`config.mk`:
```
export PLATFORM = sky130hd
export DESIGN_NAME = stack_cpu_driver_flat
export DESIGN_NICKNAME = d
export VERILOG_FILES = /design/src/rtl/stack_cpu_driver_if.sv /design/src/rtl/stack_cpu_driver.sv /design/src/flat_wrapper.sv
export SDC_FILE = /design/constraint.sdc
export NUM_CORES = 1
export LEC_CHECK = 0
export ABC_AREA = 1
export CAP_MARGIN = 5
export CORE_MARGIN = 5
export CORE_UTILIZATION = 41
export CTS_BUF_LIST = sky130_fd_sc_hd__clkbuf_16
export DETAILED_ROUTE_END_ITERATION = 7
export GPL_ROUTABILITY_DRIVEN = 0
export PLACE_DENSITY = 0.68
export SYNTH_ARGS = -nofsm -noshare
export SYNTH_HDL_FRONTEND = slang
export SYNTH_SLANG_ARGS = --single-unit
export TNS_END_PERCENT = 1
```
`constraint.sdc`:
```
create_clock -name i_clk -period 1.9 [get_ports i_clk]
set_input_delay 0.285 -clock i_clk [delete_from_list [all_inputs] [get_ports i_clk]]
set_output_delay 0.285 -clock i_clk [all_outputs]
set_load 0.005 [all_outputs]
```
`src/rtl/stack_cpu_driver_if.sv`:
```
// stack_cpu_driver_if: host command handshake bundle for stack_cpu_driver
// Signals:
//   cmd_valid  host -> driver  command valid
//   cmd_ready  driver -> host  command FIFO can accept
//   cmd_op     host -> driver  stack_cpu opcode
//   cmd_arg    host -> driver  operand nibble
// Modports: master (host side), slave (driver side).
interface stack_cpu_driver_if;
  logic       cmd_valid;
  logic       cmd_ready;
  logic [3:0] cmd_op;
  logic [3:0] cmd_arg;
  modport master(output cmd_valid, cmd_op, cmd_arg, input cmd_ready);
  modport slave(input cmd_valid, cmd_op, cmd_arg, output cmd_ready);
endinterface

```
`src/rtl/stack_cpu_driver.sv`:
```
// stack_cpu_driver: buffers host commands and streams them to stack_cpu as timed instruction nibbles
// Ports:
//   i_clk, i_rst_n       shared clock, asynchronous active-low reset
//   cmd                  command handshake (stack_cpu_driver_if.slave)
//   i_mode_sel           requested CPU output mode
//   i_cpu_io_out         CPU io_out, sampled only for readback
//   o_cpu_rst            registered active-high CPU reset
//   o_cpu_inbits         registered instruction nibble to CPU io_in[5:2]
//   o_cpu_output_mode    CPU io_in[7:6]
//   o_busy               FIFO non-empty or real instruction in flight
//   o_rb_data/o_rb_valid readback value and one-cycle strobe
// Build option: define STACK_DRV_READBACK_EN to capture io_out after OUTL/OUTH.
module stack_cpu_driver #(
  parameter int DEPTH        = 4,
  parameter int RESET_CYCLES = 2
) (
  input  logic               i_clk,
  input  logic               i_rst_n,
  stack_cpu_driver_if.slave  cmd,
  input  logic [1:0]         i_mode_sel,
  input  logic [7:0]         i_cpu_io_out,
  output logic               o_cpu_rst,
  output logic [3:0]         o_cpu_inbits,
  output logic [1:0]         o_cpu_output_mode,
  output logic               o_busy,
  output logic [7:0]         o_rb_data,
  output logic               o_rb_valid
);
  localparam int AW = $clog2(DEPTH);
  localparam int RW = $clog2(RESET_CYCLES + 1);
  typedef enum logic [1:0] {RST_CPU, FETCH, EXEC} state_t;
  state_t      r_state, w_state_nxt;
  logic [7:0]  r_mem [DEPTH];
  logic [AW:0] r_wp, r_rp;
  logic [RW-1:0] r_rcnt;
  logic [1:0]  r_cnt, w_cnt_nxt;
  logic [3:0]  r_op, r_arg, w_op_nxt, w_arg_nxt, w_inbits_nxt, w_head_op, w_head_arg;
  logic        r_inflight, w_inflight_nxt;
  logic        w_empty, w_full, w_push, w_pop, w_to_fetch;
  // Exec cycles following the fetch cycle.
  function automatic logic [1:0] exec_len(input logic [3:0] op);
    return op == 4'd9 ? 2'd3 : (op inside {4'd1, 4'd2, [4'd5:4'd8]}) ? 2'd2 : 2'd1;
  endfunction
  function automatic logic uses_arg(input logic [3:0] op);
    return op inside {4'd1, [4'd6:4'd8]};
  endfunction
  assign w_empty = r_wp == r_rp;
  assign w_full = (r_wp[AW] != r_rp[AW]) && (r_wp[AW-1:0] == r_rp[AW-1:0]);
  assign cmd.cmd_ready = !w_full && r_state != RST_CPU;
  assign w_push = cmd.cmd_valid && cmd.cmd_ready;
  assign {w_head_op, w_head_arg} = r_mem[r_rp[AW-1:0]];
  assign o_busy = !w_empty || r_inflight;
  // Outputs are registered, so everything a cycle shows is decided on the edge
  // entering it: the FIFO pops on the edge into FETCH, not during FETCH.
  always_comb begin
    w_to_fetch = (r_state == RST_CPU && r_rcnt == RW'(RESET_CYCLES - 1)) ||
                 (r_state == EXEC && r_cnt == 2'd0);
    w_pop = w_to_fetch && !w_empty;
    w_state_nxt = w_to_fetch ? FETCH : r_state == FETCH ? EXEC : r_state;
    w_op_nxt = w_to_fetch ? (w_pop ? w_head_op : 4'h0) : r_op;
    w_arg_nxt = w_to_fetch ? (w_pop ? w_head_arg : 4'h0) : r_arg;
    w_cnt_nxt = w_to_fetch ? (w_pop ? exec_len(w_head_op) : 2'd1) : r_cnt - 2'd1;
    w_inflight_nxt = w_to_fetch ? w_pop : r_inflight;
    w_inbits_nxt = w_to_fetch ? w_op_nxt :
                   (r_state != RST_CPU && uses_arg(r_op)) ? r_arg : 4'h0;
  end
  always_ff @(posedge i_clk or negedge i_rst_n)
    if (!i_rst_n) begin
      r_state      <= RST_CPU;
      r_rcnt       <= '0;
      r_cnt        <= '0;
      r_op         <= '0;
      r_arg        <= '0;
      r_inflight   <= 1'b0;
      r_wp         <= '0;
      r_rp         <= '0;
      o_cpu_rst    <= 1'b1;
      o_cpu_inbits <= '0;
    end else begin
      r_state      <= w_state_nxt;
      r_rcnt       <= r_state == RST_CPU ? r_rcnt + 1'b1 : '0;
      r_cnt        <= w_cnt_nxt;
      r_op         <= w_op_nxt;
      r_arg        <= w_arg_nxt;
      r_inflight   <= w_inflight_nxt;
      o_cpu_rst    <= w_state_nxt == RST_CPU;
      o_cpu_inbits <= w_inbits_nxt;
      if (w_push) r_wp <= r_wp + 1'b1;
      if (w_pop) r_rp <= r_rp + 1'b1;
    end
  always_ff @(posedge i_clk)
    if (w_push) r_mem[r_wp[AW-1:0]] <= {cmd.cmd_op, cmd.cmd_arg};
`ifdef STACK_DRV_READBACK_EN
  localparam logic [3:0] OP_OUTL = 4'd3;
  localparam logic [3:0] OP_OUTH = 4'd4;
  logic r_rb_pend;
  logic w_unused;
  assign w_unused = ^i_mode_sel;
  assign o_cpu_output_mode = 2'b00;
  // The CPU drives io_out one cycle after OUTL/OUTH completes; sample at the end of that cycle.
  always_ff @(posedge i_clk or negedge i_rst_n)
    if (!i_rst_n) begin
      r_rb_pend  <= 1'b0;
      o_rb_valid <= 1'b0;
      o_rb_data  <= '0;
    end else begin
      r_rb_pend  <= r_state == EXEC && r_cnt == 2'd0 && (r_op == OP_OUTL || r_op == OP_OUTH);
      o_rb_valid <= r_rb_pend;
      if (r_rb_pend) o_rb_data <= i_cpu_io_out;
    end
`else
  logic w_unused;
  assign w_unused = ^i_cpu_io_out;
  assign o_cpu_output_mode = i_mode_sel;
  assign o_rb_data = '0;
  assign o_rb_valid = 1'b0;
`endif
endmodule

```
`src/flat_wrapper.sv`:
```
// flat-port wrapper written by rule: the top's interface ports become plain ports
module stack_cpu_driver_flat 
#(
  parameter int DEPTH        = 4,
  parameter int RESET_CYCLES = 2
)
  (i_clk, i_rst_n, i_mode_sel, i_cpu_io_out, o_cpu_rst, o_cpu_inbits, o_cpu_output_mode, o_busy, o_rb_data, o_rb_valid, cmd_cmd_valid, cmd_cmd_op, cmd_cmd_arg, cmd_cmd_ready);
  stack_cpu_driver_if cmd_i ();
  input  logic i_clk;
  input  logic i_rst_n;
  input  logic [1:0] i_mode_sel;
  input  logic [7:0] i_cpu_io_out;
  output logic o_cpu_rst;
  output logic [3:0] o_cpu_inbits;
  output logic [1:0] o_cpu_output_mode;
  output logic o_busy;
  output logic [7:0] o_rb_data;
  output logic o_rb_valid;
  input wire logic [$bits(cmd_i.cmd_valid)-1:0] cmd_cmd_valid;
  input wire logic [$bits(cmd_i.cmd_op)-1:0] cmd_cmd_op;
  input wire logic [$bits(cmd_i.cmd_arg)-1:0] cmd_cmd_arg;
  output wire logic [$bits(cmd_i.cmd_ready)-1:0] cmd_cmd_ready;
  assign cmd_i.cmd_valid = cmd_cmd_valid;
  assign cmd_i.cmd_op = cmd_cmd_op;
  assign cmd_i.cmd_arg = cmd_cmd_arg;
  assign cmd_cmd_ready = cmd_i.cmd_ready;
  stack_cpu_driver #(.DEPTH(DEPTH), .RESET_CYCLES(RESET_CYCLES)) u_core (.i_clk(i_clk), .i_rst_n(i_rst_n), .cmd(cmd_i), .i_mode_sel(i_mode_sel), .i_cpu_io_out(i_cpu_io_out), .o_cpu_rst(o_cpu_rst), .o_cpu_inbits(o_cpu_inbits), .o_cpu_output_mode(o_cpu_output_mode), .o_busy(o_busy), .o_rb_data(o_rb_data), .o_rb_valid(o_rb_valid));
endmodule
```
==> Flow_metrics.wiki <==
{| class="wikitable"
! Metric !! Value
|-
| Hold Worst Slack || 0.332 ns
|-
| Worst reg2reg startpoint || u_core.r_wp[2]
|-
| Die X-Extent || 89.4 µm
|-
| Total routing resource utilization after global routing || 0.129
|-
| Number of port buffers || 17
|-
| Slew Viols, Final || 0
|-
| Number of diodes || 0
|-
| Number of global-route vias before repair || 1509
|-
| Required time worst endpoint || 1.62 ns
|-
| Total power divided by cell area || 1750 nW/µm²
|-
| Path category of the worst min-delay check || primary input to asynchronous set/reset pin
|-
| Clock tree buffer depth || 2
|-
| Crit path DAT || 1.41 ns
|-
| Critical-path top delay cell || sky130_fd_sc_hd__dfrtp_1
|-
| Upper clock frequency limit || 0.591 GHz
|-
| Iteration-0 DRC count of the detailed router || 54
|-
| Cell at the root of the clock tree || sky130_fd_sc_hd__clkbuf_16
|-
| Detailed placement HPWL || 2.84 mm
|-
| Number of flip-flops and latches in the synthesized netlist || 58
|-
| Final hold violation count || 0
|-
| Overall via count from detail_route || 1617
|-
| Total setup violations reported at the end of the flow || 0
|-
| Yosys Warn Count || 0
|-
| Worst Setup Slack post-DPL || 0.176 ns
|-
| Crit Path Category || flop to output pin
|-
| Initial standard-cell utilization of the core || 0.414
|-
| Sequential fraction of the synthesis area || 0.624
|-
| Number of sinks driven by the clock tree || 58
|-
| Largest area contributor in the netlist || sky130_fd_sc_hd__edfxtp_1
|-
| Cell count after synthesis || 233
|-
| Final worst clock skew || 0.00555 ns
|-
| Post-Synthesis Cell Area || 2590 µm²
|-
| Area added between synthesis and finish || 20.9%
|-
| Type of element launching the critical path || flop
|-
| Post-synth top area share || 0.372
|-
| Most common cell after layout, fill and taps aside || sky130_fd_sc_hd__nand2_1
|-
| Length of the first detailed-routing pass in iterations || 4
|-
| Area of the die || 8000 µm²
|-
| Congestion Overflow GR || 0
|-
| Largest stage delay on the critical path || 0.40 ns
|-
| Fraction of final layout cells sized beyond drive strength 1 || 0.175
|-
| DR DRC count || 0
|-
| Routed length per placed instance || 12.8 µm
|-
| Mean area per synthesized cell || 11.1 µm²
|-
| Max capacitance violation total || 0
|-
| RSZ-0062 raised after global routing || no
|-
| Worst IR drop on VDD || 0.640 mV
|-
| Chain of cells forming the critical path || xnor2_2 -> nand3b_1 -> nand2_1 -> inv_1 -> dlygate4sd2_1
|-
| Height of the die || 89.4 µm
|-
| Leakage || 1.35 nW
|-
| Number of hold buffers added after cts || 0
|-
| I/O pins || 39
|-
| Critical path peak fanout || 3
|-
| Worst path setup slack after routing || 0.208 ns
|-
| Min Tclk post-route || 1.69 ns
|-
| Outcome || complete, no violations
|-
| Initial antenna violation count || 0
|-
| Ratio of final minimum period to clock period || 0.890
|-
| Maximum number of pins on one net before global-route repair || 27
|-
| Launch point of the worst path || u_core.r_rp[1]
|-
| Core area || 6240 µm²
|-
| Clock latency reported for the late side of the worst-skew pair || 0.33 ns
|-
| Commonest cells after routing, fill and taps aside || sky130_fd_sc_hd__nand2_1 (53), sky130_fd_sc_hd__edfxtp_1 (32), sky130_fd_sc_hd__dfrtp_1 (25)
|-
| Aggregate negative setup slack || 0 ns
|-
| Number of buffers inserted during clock tree synthesis || 9
|-
| Antenna violation net count after detailed routing || 0
|-
| Global-route wire length before repair || 7.31 mm
|-
| Routed WL || 4.43 mm
|-
| Deepest level of the CTS H-tree || 3
|-
| CP endpoint kind || output pin
|-
| CTS tree || built
|-
| Row count || 29
|-
| Clock-pin slew of the registers on the worst-case setup and hold paths || 0.05 ns
|-
| Synth area leaders || sky130_fd_sc_hd__edfxtp_1 (37%), sky130_fd_sc_hd__dfrtp_1 (24%), sky130_fd_sc_hd__nand2_1 (7.7%)
|-
| Post-detailed-route via-to-cell ratio || 4.67
|-
| Final nets || 292
|-
| Number of distinct standard cells referenced by the synthesized netlist || 30
|}
## state kept, by name, indices dropped and copies added (netlist names), 3 cells and up
name and count:
u_core.r_arg 4, u_core.r_op 4, u_core.r_mem 32, u_core.r_wp 3, u_core.o_cpu_inbits 4, u_core.r_rp 3
## path summary, 6_finish.rpt
kind,depth (start not counted),slack [ns],end
min in group i_clk,1,0.44,u_core.r_rcnt[0]
max in group asynchronous,2,1.27,u_core.o_cpu_rst
min reg2reg,1,0.44,u_core.r_rcnt[0]
max reg2reg,5,0.31,u_core.r_mem[3][1]
max,5,0.21,cmd_cmd_ready
min,2,0.33,u_core.r_rcnt[1]
## logic make-up after synthesis
family          count (synthesis)  synth area share
compound gates                 28            0.0643
xor+xnor                        6            0.0261
simple gates                   93             0.160
other cells                     1           0.00145
fa+ha+maj                       7            0.0339
buf+inv                        40            0.0905
flops                          58             0.624
## per-layer routing
| metal | track usage | wire length, µm | share of wire | up-vias |
|---|---|---|---|---|
| met5 | 0 | 0 | 0 | - |
| met4 | 0.0771 | 91 | 0.021 | 0 |
| met3 | 0.0479 | 227 | 0.051 | 9 |
| met2 | 0.192 | 2060 | 0.47 | 38 |
| met1 | 0.159 | 2040 | 0.46 | 756 |
| li1 | - | - | - | 814 |
## synth_stat cells
| library cell | instances |
|---|---|
| sky130_fd_sc_hd__a21oi_1 | 3 |
| sky130_fd_sc_hd__a21oi_2 | 1 |
| sky130_fd_sc_hd__buf_4 | 11 |
| sky130_fd_sc_hd__buf_6 | 5 |
| sky130_fd_sc_hd__conb_1 | 1 |
| sky130_fd_sc_hd__dfrtp_1 | 25 |
| sky130_fd_sc_hd__dfstp_2 | 1 |
| sky130_fd_sc_hd__edfxtp_1 | 32 |
| sky130_fd_sc_hd__ha_1 | 7 |
| sky130_fd_sc_hd__inv_1 | 21 |
| sky130_fd_sc_hd__inv_2 | 2 |
| sky130_fd_sc_hd__inv_6 | 1 |
| sky130_fd_sc_hd__nand2_1 | 53 |
| sky130_fd_sc_hd__nand2_2 | 5 |
| sky130_fd_sc_hd__nand3_1 | 11 |
| sky130_fd_sc_hd__nand3_2 | 1 |
| sky130_fd_sc_hd__nand3_4 | 1 |
| sky130_fd_sc_hd__nand3b_1 | 1 |
| sky130_fd_sc_hd__nand4_1 | 2 |
| sky130_fd_sc_hd__nor2_1 | 17 |
| sky130_fd_sc_hd__nor2_4 | 1 |
| sky130_fd_sc_hd__o211ai_1 | 1 |
| sky130_fd_sc_hd__o21ai_0 | 14 |
| sky130_fd_sc_hd__o21ai_1 | 1 |
| sky130_fd_sc_hd__o21ai_2 | 4 |
| sky130_fd_sc_hd__o22ai_1 | 4 |
| sky130_fd_sc_hd__or2_2 | 1 |
| sky130_fd_sc_hd__xnor2_1 | 2 |
| sky130_fd_sc_hd__xnor2_2 | 2 |
| sky130_fd_sc_hd__xor2_1 | 2 |
## worst max-delay path: cells and delay by family (launching register included)
family,cells,cell delay (ns)
flip-flops,1,0.40
XOR/XNOR,1,0.21
buffers and inverters,2,0.28
AND/OR/NAND/NOR,2,0.19
## power by group
group | internal [mW] | switching, mW | total (mW) | leakage (nW)
sequential | 1.75 | 0.163 | 1.92 | 0.613
combinational | 0.785 | 1.19 | 1.97 | 0.607
clock | 1.01 | 0.575 | 1.58 | 0.135
## final cells by class
type,instances,area [µm²]
Inverter,24,95.1
Sequential cell,58,1610
Fill cell,578,3110
Multi-Input combinational cell,143,777
Clock inverter,7,70.1
Clock buffer,9,225
Tap cell,77,96.3
Timing Repair Buffer,28,250
## what timing repair did
action | CTS | global route
resized for setup | 3 | 0
setup buffers | 5 | 0
setup endpoints to repair | 1 | 0
## through the flow
stage | area, µm² | total power, mW | instances | util
after global routing | 3130 | 5.89 | 346 | 0.501
after floorplan | 2620 | 3.41 | 241 | -
after detailed placement | 2790 | 3.85 | 325 | 0.447
after global placement | 2790 | 3.78 | 325 | 0.447
after CTS | 3130 | 5.54 | 346 | 0.501
final | 3130 | 5.47 | 346 | 0.501
Power figures use the tool's default switching activity.
